--- src/rtl/bitrev_spi_pkg.sv ---
// Shared types and constants for the bitrev SPI master: FSM states and
// the framing constants of one 8-bit-out / 8-bit-back exchange.
package bitrev_spi_pkg;

  localparam int BYTE_W        = 8;
  localparam int SHIFT_EDGES   = 32;
  localparam int RX_FIRST_FALL = 8;
  localparam int RX_LAST_FALL  = 15;

  typedef enum logic [2:0] {
    IDLE,
    SETUP,
    SHIFT,
    HOLD,
    RESP
  } state_t;

endpackage

--- src/rtl/bitrev_spi_ctrl_clk_div.sv ---
// sck half-period divider: one tick every CLK_DIV enabled cycles; sck toggles
// on each tick while sck_en is high. Counter and sck clear when disabled.
module spi_clk_div #(
  parameter int CLK_DIV = 2
) (
  input  logic clock,
  input  logic reset,
  input  logic en,
  input  logic sck_en,
  output logic tick,
  output logic rise,
  output logic fall,
  output logic sck
);

  localparam int DIV_W = $clog2(CLK_DIV + 1);

  logic [DIV_W-1:0] cnt;

  assign tick = en && (cnt == DIV_W'(CLK_DIV - 1));
  assign rise = tick && sck_en && !sck;
  assign fall = tick && sck_en && sck;

  // NOTE: sequential state uses non-blocking assignments so every register
  // samples pre-edge values regardless of block ordering.
  always_ff @(posedge clock or posedge reset) begin
    if (reset) begin
      cnt <= '0;
      sck <= 1'b0;
    end else if (!en) begin
      cnt <= '0;
      sck <= 1'b0;
    end else begin
      cnt <= tick ? '0 : cnt + DIV_W'(1);
      if (!sck_en)
        sck <= 1'b0;
      else if (tick)
        sck <= !sck;
    end
  end

endmodule

--- src/rtl/bitrev_spi_ctrl.sv ---
// SPI master framing one exchange with the bitrev slave: 8 bits out on mosi,
// then 8 bit-reversed bits back on miso, behind valid/ready byte ports.
module bitrev_spi_ctrl
  import bitrev_spi_pkg::*;
#(
  parameter int CLK_DIV  = 2,
  parameter int SS_SETUP = 1,
  parameter int SS_HOLD  = 1
) (
  input  logic              clock,
  input  logic              reset,
  input  logic              req_valid,
  output logic              req_ready,
  input  logic [BYTE_W-1:0] req_data,
  output logic              rsp_valid,
  input  logic              rsp_ready,
  output logic [BYTE_W-1:0] rsp_data,
  output logic              busy,
  output logic              spi_sck,
  output logic              spi_ss,
  output logic              spi_mosi,
  input  logic              spi_miso
);

  localparam int PH_MAX = (SS_SETUP > SS_HOLD) ? SS_SETUP : SS_HOLD;
  localparam int PH_W   = $clog2(PH_MAX + 1);

  state_t            state, state_nxt;
  logic [PH_W-1:0]   ph_cnt;
  logic [4:0]        edge_cnt;
  logic [4:0]        fall_k;
  logic [BYTE_W-2:0] tx_sr;
  logic [BYTE_W-1:0] rx_sr;
  logic              div_en, sck_en, tick, rise, fall;
  logic              accept, setup_done, shift_done, hold_done;

  assign req_ready  = (state == IDLE) && !reset;
  assign busy       = (state != IDLE);
  assign accept     = req_valid && req_ready;
  assign div_en     = state inside {SETUP, SHIFT, HOLD};
  assign sck_en     = (state == SHIFT);
  assign setup_done = tick && (ph_cnt == PH_W'(SS_SETUP - 1));
  assign hold_done  = tick && (ph_cnt == PH_W'(SS_HOLD - 1));
  assign shift_done = fall && (edge_cnt == 5'(SHIFT_EDGES - 1));
  // Falling edges sit at odd edge counts 2k-1, so k = edge_cnt/2 + 1.
  assign fall_k     = 5'(edge_cnt[4:1]) + 5'd1;

  spi_clk_div #(.CLK_DIV(CLK_DIV)) u_clk_div (
    .clock  (clock),
    .reset  (reset),
    .en     (div_en),
    .sck_en (sck_en),
    .tick   (tick),
    .rise   (rise),
    .fall   (fall),
    .sck    (spi_sck)
  );

  always_ff @(posedge clock or posedge reset) begin
    if (reset) state <= IDLE;
    else       state <= state_nxt;
  end

  // NOTE: the default assignment up front keeps every path driven, so no
  // latch is inferred for state_nxt.
  always_comb begin
    state_nxt = state;
    unique case (state)
      IDLE:    if (accept)     state_nxt = SETUP;
      SETUP:   if (setup_done) state_nxt = SHIFT;
      SHIFT:   if (shift_done) state_nxt = HOLD;
      HOLD:    if (hold_done)  state_nxt = RESP;
      RESP:    if (rsp_ready)  state_nxt = IDLE;
      default:                 state_nxt = IDLE;
    endcase
  end

  always_ff @(posedge clock or posedge reset) begin
    if (reset) begin
      ph_cnt    <= '0;
      edge_cnt  <= '0;
      tx_sr     <= '0;
      rx_sr     <= '0;
      spi_ss    <= 1'b0;
      spi_mosi  <= 1'b0;
      rsp_valid <= 1'b0;
      rsp_data  <= '0;
    end else begin
      unique case (state)
        IDLE: if (accept) begin
          tx_sr    <= req_data[BYTE_W-2:0];
          rx_sr    <= '0;
          spi_ss   <= 1'b1;
          spi_mosi <= req_data[BYTE_W-1];
        end
        SETUP: if (tick) ph_cnt <= setup_done ? '0 : ph_cnt + PH_W'(1);
        SHIFT: begin
          if (rise || fall) edge_cnt <= shift_done ? '0 : edge_cnt + 5'd1;
          if (fall) begin
            if (fall_k < 5'(BYTE_W)) begin
              spi_mosi <= tx_sr[BYTE_W-2];
              tx_sr    <= {tx_sr[BYTE_W-3:0], 1'b0};
            end else begin
              spi_mosi <= 1'b0;
            end
            if (fall_k >= 5'(RX_FIRST_FALL) && fall_k <= 5'(RX_LAST_FALL))
              rx_sr <= {rx_sr[BYTE_W-2:0], spi_miso};
          end
        end
        HOLD: if (tick) begin
          if (hold_done) begin
            ph_cnt    <= '0;
            spi_ss    <= 1'b0;
            rsp_data  <= rx_sr;
            rsp_valid <= 1'b1;
          end else begin
            ph_cnt <= ph_cnt + PH_W'(1);
          end
        end
        RESP: if (rsp_ready) rsp_valid <= 1'b0;
        default: ;
      endcase
    end
  end

endmodule

--- config.mk ---
export PLATFORM = sky130hd
export DESIGN_NAME = bitrev_spi_ctrl
export DESIGN_NICKNAME = d
export VERILOG_FILES = /design/src/rtl/bitrev_spi_pkg.sv /design/src/rtl/bitrev_spi_ctrl_clk_div.sv /design/src/rtl/bitrev_spi_ctrl.sv
export SDC_FILE = /design/constraint.sdc
export NUM_CORES = 1
export LEC_CHECK = 0
export BUFFER_PORTS_ARGS = -buffer_cell sky130_fd_sc_hd__buf_2
export CORE_ASPECT_RATIO = 1.75
export CORE_MARGIN = 2
export CORE_UTILIZATION = 45
export DETAILED_ROUTE_END_ITERATION = 10
export PLACE_DENSITY = 0.73
export RECOVER_POWER = 50
export SYNTH_ARGS = -nofsm -noshare
export SYNTH_HDL_FRONTEND = slang
export SYNTH_SLANG_ARGS = --single-unit
export TNS_END_PERCENT = 100
--- constraint.sdc ---
create_clock -name clock -period 2.9 [get_ports clock]
set_input_delay 0.145 -clock clock [delete_from_list [all_inputs] [get_ports clock]]
set_output_delay 0.145 -clock clock [all_outputs]
set_load 0.05 [all_outputs]
==> reports/qor.csv, run 1 <==
metric;value;unit
worst-path cell chain;ha_1 -> nor2b_1 -> a41oi_1 -> o41ai_4 -> mux2_2;
CP required;3.08;ns
Fmax;452;MHz
Initial Util;47.5;%
Critical Path Source Type;register;
placer congestion estimate;0.776;
Nets;205;
DR pass1 iterations;4;
mapped cell area;0.00185;mm^2
synth unique cells;38;
Skew-Pair Late Insertion Delay;0.29;ns
Setup crit end;tx_sr[5]$_DFFE_PP0P_;
Worst-path clk slew;0.08;ns
Die W;52.5;um
pwr dens;991;mW/mm^2
Inserted Clock Buffers;5;
setup TNS;0;ns
CTS tree;done;
Tcrit/Tclk final;76.3;%
antenna violations before repair;0;
sequential cell area fraction in the yosys report;51.3;%
largest net degree at the start of global routing;23;
CTS Hold Buffers Added;0;
syn nets;175;
vias per cell;5.56;
GRT Util Overall;19.0;%
Worst-Margin Slew;0.919;ns
Slowest Stage Delay on Critical Path;0.59;ns
min Tclk post-route;2.21;ns
FP Rows;30;
CP max FO;8;
# DRC;0;
Congestion Overflow GR;0;
Diodes inserted;0;
area occupied by multi-input gates;846;um^2
cts repair resizes;0;
clock buffer depth;2;
layout cells sized above 1;31.7;%
CTS root buf;clkbuf_8;
IO buf count;26;
Pleak;0.991;nW
clk sinks;38;
RSZ-0062 raised after global routing;false;
critical path endpoint category;register;
final hold vios;0;
area grow syn2layout;15.7;%
Peak VDD IR;0.000506;V
R2R cell count;5;
r2r endpoint;tx_sr[5]$_DFFE_PP0P_;
Fill cells;369;
syn_area_per_cell;11.7;um^2
worst min path class;input port to async pin;
WL final;3690;um
die span in y;88.9;um
initial drt markers;17;
postcts setup bufs;0;
Yosys top cell area share;51.3;%
DP HPWL;2860;um
core area;0.00390;mm^2
final setup fails;0;
vias in the first global route;1426;
cells taking the most area after synthesis;dfrtp_1, mux2_2, ha_1, mux2i_1, o21ai_0;
H-tree Lvls;2;
CP Class;register to register;
Final Skew;0.00515;ns
outcome;finished, final reports clean;
Syn Inst Count;158;
routed len/inst;15.6;um
antenna viol nets, final;0;
register area;951;um^2
die area;0.00467;mm^2
Slew Viols, Final;0;
leading area contributor after synthesis;dfrtp_1;
global-route wire length before repair;6440;um
register bit total from synthesis;38;
critical path startpoint;edge_cnt[2]$_DFFE_PP0P_;
worst reg-to-reg setup slack;0.69;ns
worst flop-to-flop path startpoint;edge_cnt[2]$_DFFE_PP0P_;
WP data arrival;2.40;ns
I/O pin count;27;
relative slew slack;38.7;%
final hold slack;0.0272;ns
Max Cap Viol;0;
Via Count;1317;
Synth warnings;0;
critical path's slowest cell;o41ai_4;
-- sequential cells by signal, summed over array words and instances (netlist names) --
name and cells:
rsp_valid 1, rsp_data 8, u_clk_div.sck 1, rx_sr 8, spi_ss 1, u_clk_div.cnt 2
edge_cnt 5, tx_sr 7, state 3, ph_cnt 1, spi_mosi 1
-- cell usage after synthesis (all sizes together) --
library cell   n
dfrtp         38
mux2          25
nand2         12
inv           11
o21ai          9
nor2           6
a21oi          5
mux2i          5
a31oi          4
ha             4
nor3           4
buf            3
nand3          3
nor2b          3
xnor2          3
clkbuf         2
nor3b          2
a21boi         1
a311oi         1
a31o           1
a41oi          1
and2           1
and3           1
and4           1
nand2b         1
nand3b         1
nor4           1
nor4b          1
o2111ai        1
o21a           1
o21bai         1
o31ai          1
o32ai          1
o41ai          1
or3            1
or3b           1
-- critical path: cells and delay by family, from the launching register on --
kind / cells / cell delay (ns)
compound gates: 2 / 0.82
mux: 1 / 0.40
fa+ha+maj: 1 / 0.27
simple gates: 1 / 0.14
flops: 1 / 0.47
-- cell usage in the layout (no fill, tap or decap), types with 2 or more instances in the layout --
master / n
dfrtp_1: 38
mux2_2: 25
buf_2: 19
inv_1: 11
nand2_1: 11
o21ai_0: 9
clkbuf_1: 8
nor2_1: 5
a21oi_1: 5
mux2i_1: 5
clkbuf_8: 5
a31oi_1: 4
nor3_1: 4
ha_1: 4
nor2b_1: 3
nand3_1: 3
xnor2_1: 3
nor3b_1: 2
clkinvlp_4: 2
-- kinds of logic (layout without fill, tap and decap cells) --
| family | count (synthesis) | count (layout) | synth area share (%) |
|---|---|---|---|
| AOI/OAI and AO/OA | 28 | 28 | 11.5 |
| xor gates and xnor gates | 3 | 3 | 1.42 |
| adders and majority gates | 4 | 4 | 2.70 |
| buffers and inverters | 16 | 47 | 3.44 |
| DFF | 38 | 38 | 51.3 |
| muxes | 30 | 30 | 17.9 |
| and+or+nand+nor | 39 | 39 | 11.7 |
-- cell type report --
class,instances,area share (%)
Clock buffer,5,3.21
Clock inverter,3,2.10
Inverter,11,1.93
Multi-Input combinational cell,104,39.4
Sequential cell,38,44.3
Tap cell,48,2.80
Timing Repair Buffer,28,6.18
-- where the power goes --
group	internal [mW]	total (mW)	switching, mW
registers	0.682	0.839	0.157
logic	0.297	0.841	0.544
clock network	0.256	0.445	0.189
total	1.23	2.12	0.890
-- metal layers --
| layer | vias up | GRT usage [%] | wire, um |
|---|---|---|---|
| met3 | 11 | 4.52 | 130 |
| met2 | 25 | 32.5 | 2030 |
| met5 | - | 0 | 0 |
| met1 | 661 | 21.0 | 1410 |
| met4 | 0 | 11.2 | 121 |
| li1 | 620 | - | - |
-- worst min-delay path by stage --
stage	startpoint	to	depth (start not counted)
finish	reset	rx_sr[4]$_DFFE_PP0P_	2
global route	rsp_ready	state[2]$_DFFE_PP0P_	2
CTS	rsp_ready	state[2]$_DFFE_PP0P_	2
detailed placement	rsp_ready	state[2]$_DFFE_PP0P_	2
global placement	reset	rx_sr[4]$_DFFE_PP0P_	2
floorplan	rsp_ready	state[2]$_DFFE_PP0P_	1
-- through the flow --
step,cell area [um^2],utilization (%),setup WS [ns],total power [mW],instances
5_1_grt,2140,54.9,0.563,2.27,237
2_1_floorplan,1850,-,0.310,1.50,158
3_3_place_gp,2040,52.3,0.791,1.66,229
6_report,2140,54.9,0.687,2.12,237
3_5_place_dp,2040,52.3,0.690,1.70,229
4_1_cts,2160,55.3,0.680,2.16,237
Note: power is estimated with default switching activity, not from simulation.
==> run 2: changes to the inputs <==
- clock period: 2.9 -> 2.3 ns (I/O delays scaled with it)
==> run 2 against run 1 <==
  * Via count rose by 1.5%
  * Worst hold slack improved by 0.0014 ns
  * Routed wire length rose by 3.1%
  * Non-clock buffer count rose by 6
  * Worst setup slack got worse by 0.57 ns
  * Count of clock-buffer cells in the layout rose by 1
  * Die area did not move
  * Clock power fell by 2%
  * Register-to-register slack got worse by 0.57 ns
  * Sequential power rose by 23%
==> reports/qor.csv, run 2 (synthesis gave the netlist of run 1 again) <==
metric;value;unit
worst min path class;input port to register;
Skew-Pair Late Insertion Delay;0.28;ns
Max Cap Viol;0;
WP data arrival;2.35;ns
switching fraction of total power;42.3;%
CP max FO;7;
CTS tree;done;
Largest regs;rsp_data (8), rx_sr (8), tx_sr (7);
placer congestion estimate;0.871;
worst-path cell chain;ha_1 -> nor2b_1 -> a41oi_1 -> o41ai_4 -> mux2_2;
Combinational Power Share;43.9;%
clk sinks;38;
Die W;52.5;um
Slowest Stage Delay on Critical Path;0.58;ns
critical path startpoint;edge_cnt[1]$_DFFE_PP0P_;
Via Count;1337;
WL final;3810;um
die span in y;88.9;um
global-route wire length before repair;6310;um
Fill cells;369;
largest net degree at the start of global routing;17;
outcome;finished, final reports clean;
setup TNS;0;ns
Congestion Overflow GR;0;
routed len/inst;15.8;um
Tcrit/Tclk final;95.1;%
I/O pin count;27;
CTS Hold Buffers Added;1;
IO buf count;26;
Final WS setup;0.112;ns
Pint;1.51;mW
DP HPWL;2970;um
CP top delay family;compound AO/OA/AOI/OAI gates;
vias in the first global route;1417;
H-tree Lvls;2;
Diodes inserted;0;
CP required;2.47;ns
Final Skew;0.00299;ns
Worst-Margin Slew;0.858;ns
worst flop-to-flop path startpoint;edge_cnt[1]$_DFFE_PP0P_;
commonest non-fill, non-tap cells in the layout;dfrtp_1, mux2_2, buf_2;
antenna violations before repair;0;
R2R cell count;5;
commonest non-fill, non-tap cell in the layout;dfrtp_1;
CTS root buf;clkbuf_8;
worst reg-to-reg setup slack;0.11;ns
r2r endpoint;tx_sr[2]$_DFFE_PP0P_;
layout cells sized above 1;32.1;%
Fmax;457;MHz
DR pass1 iterations;5;
Initial Util;47.5;%
post-place setup slack;0.112;ns
area occupied by multi-input gates;855;um^2
FP Rows;30;
die area;0.00467;mm^2
Worst-path clk slew;0.07;ns
postcts setup bufs;0;
pwr dens;1210;mW/mm^2
final setup fails;0;
Peak VDD IR;0.000735;V
Nets;211;
Hold Path Depth;2;
Sw Pwr;1.11;mW
RSZ-0062 raised after global routing;false;
Flop pwr share;39.4;%
final hold vios;0;
core area;0.00390;mm^2
relative slew slack;42.8;%
critical path endpoint category;register;
Inserted Clock Buffers;5;
# DRC;0;
final hold slack;0.0287;ns
Worst Min Path Start;rsp_ready;
area grow syn2layout;16.8;%
Slew Viols, Final;0;
initial drt markers;20;
worst path bufs/invs;0;
Clock Power Share;16.8;%
GRT Util Overall;18.5;%
CP Class;register to register;
clock buffer depth;2;
min Tclk post-route;2.19;ns
vias per cell;5.55;
critical path's slowest cell;o41ai_4;
antenna viol nets, final;0;
Pleak;1.01;nW
Critical Path Source Type;register;
cts repair resizes;0;
register area;951;um^2
Worst Hold End;state[2]$_DFFE_PP0P_;
[run 2: cell type report]
type / instances / share of cell area [%]
Clock buffer: 6 / 3.81
Inverter: 11 / 1.91
Multi-Input combinational cell: 104 / 39.5
Sequential cell: 38 / 43.9
Tap cell: 48 / 2.77
Timing Repair Buffer: 34 / 8.15
[run 2: routing by layer]
layer  up-vias  global-route usage [%]  routed length, um
li1        627                       -                  -
met1       681                    18.6               1390
met2        22                    34.8               2240
met3         7                    3.68                 95
met4         0                    8.86                 79
met5         -                       0                  0
[run 2: worst max path at each step]
stage / to / slack, ns / cells past startpoint
3_3_place_gp: tx_sr[4]$_DFFE_PP0P_ / 0.23 / 5
3_5_place_dp: tx_sr[2]$_DFFE_PP0P_ / 0.11 / 5
2_1_floorplan: tx_sr[1]$_DFFE_PP0P_ / 0.17 / 4
6_report: tx_sr[2]$_DFFE_PP0P_ / 0.11 / 5
4_1_cts: tx_sr[2]$_DFFE_PP0P_ / 0.10 / 5
5_1_grt: tx_sr[2]$_DFFE_PP0P_ / 0.02 / 5
[run 2: power by group through the flow]
stage,Clock (mW),Sequential (mW),Combinational [mW]
global route,0.477,1.06,1.24
finish,0.438,1.03,1.15
CTS,0.454,1.03,1.17
global placement,0,1.02,1.12
floorplan,0,1.21,0.693
detailed placement,0,1.04,1.17
[run 2: worst reg2reg max path, stage by stage (launching register included)]
cell	delay, ns
dfrtp_1	0.44
ha_1	0.30
nor2b_1	0.13
a41oi_1	0.22
o41ai_4	0.58
mux2_2	0.40
[run 2: per-stage QoR]
step | instance area [um^2] | power, mW | instances | util (%)
6_report | 2170 | 2.62 | 241 | 55.5
3_3_place_gp | 2090 | 2.14 | 234 | 53.5
5_1_grt | 2170 | 2.78 | 241 | 55.5
4_1_cts | 2180 | 2.65 | 241 | 55.9
3_5_place_dp | 2090 | 2.21 | 234 | 53.5
2_1_floorplan | 1860 | 1.90 | 158 | -
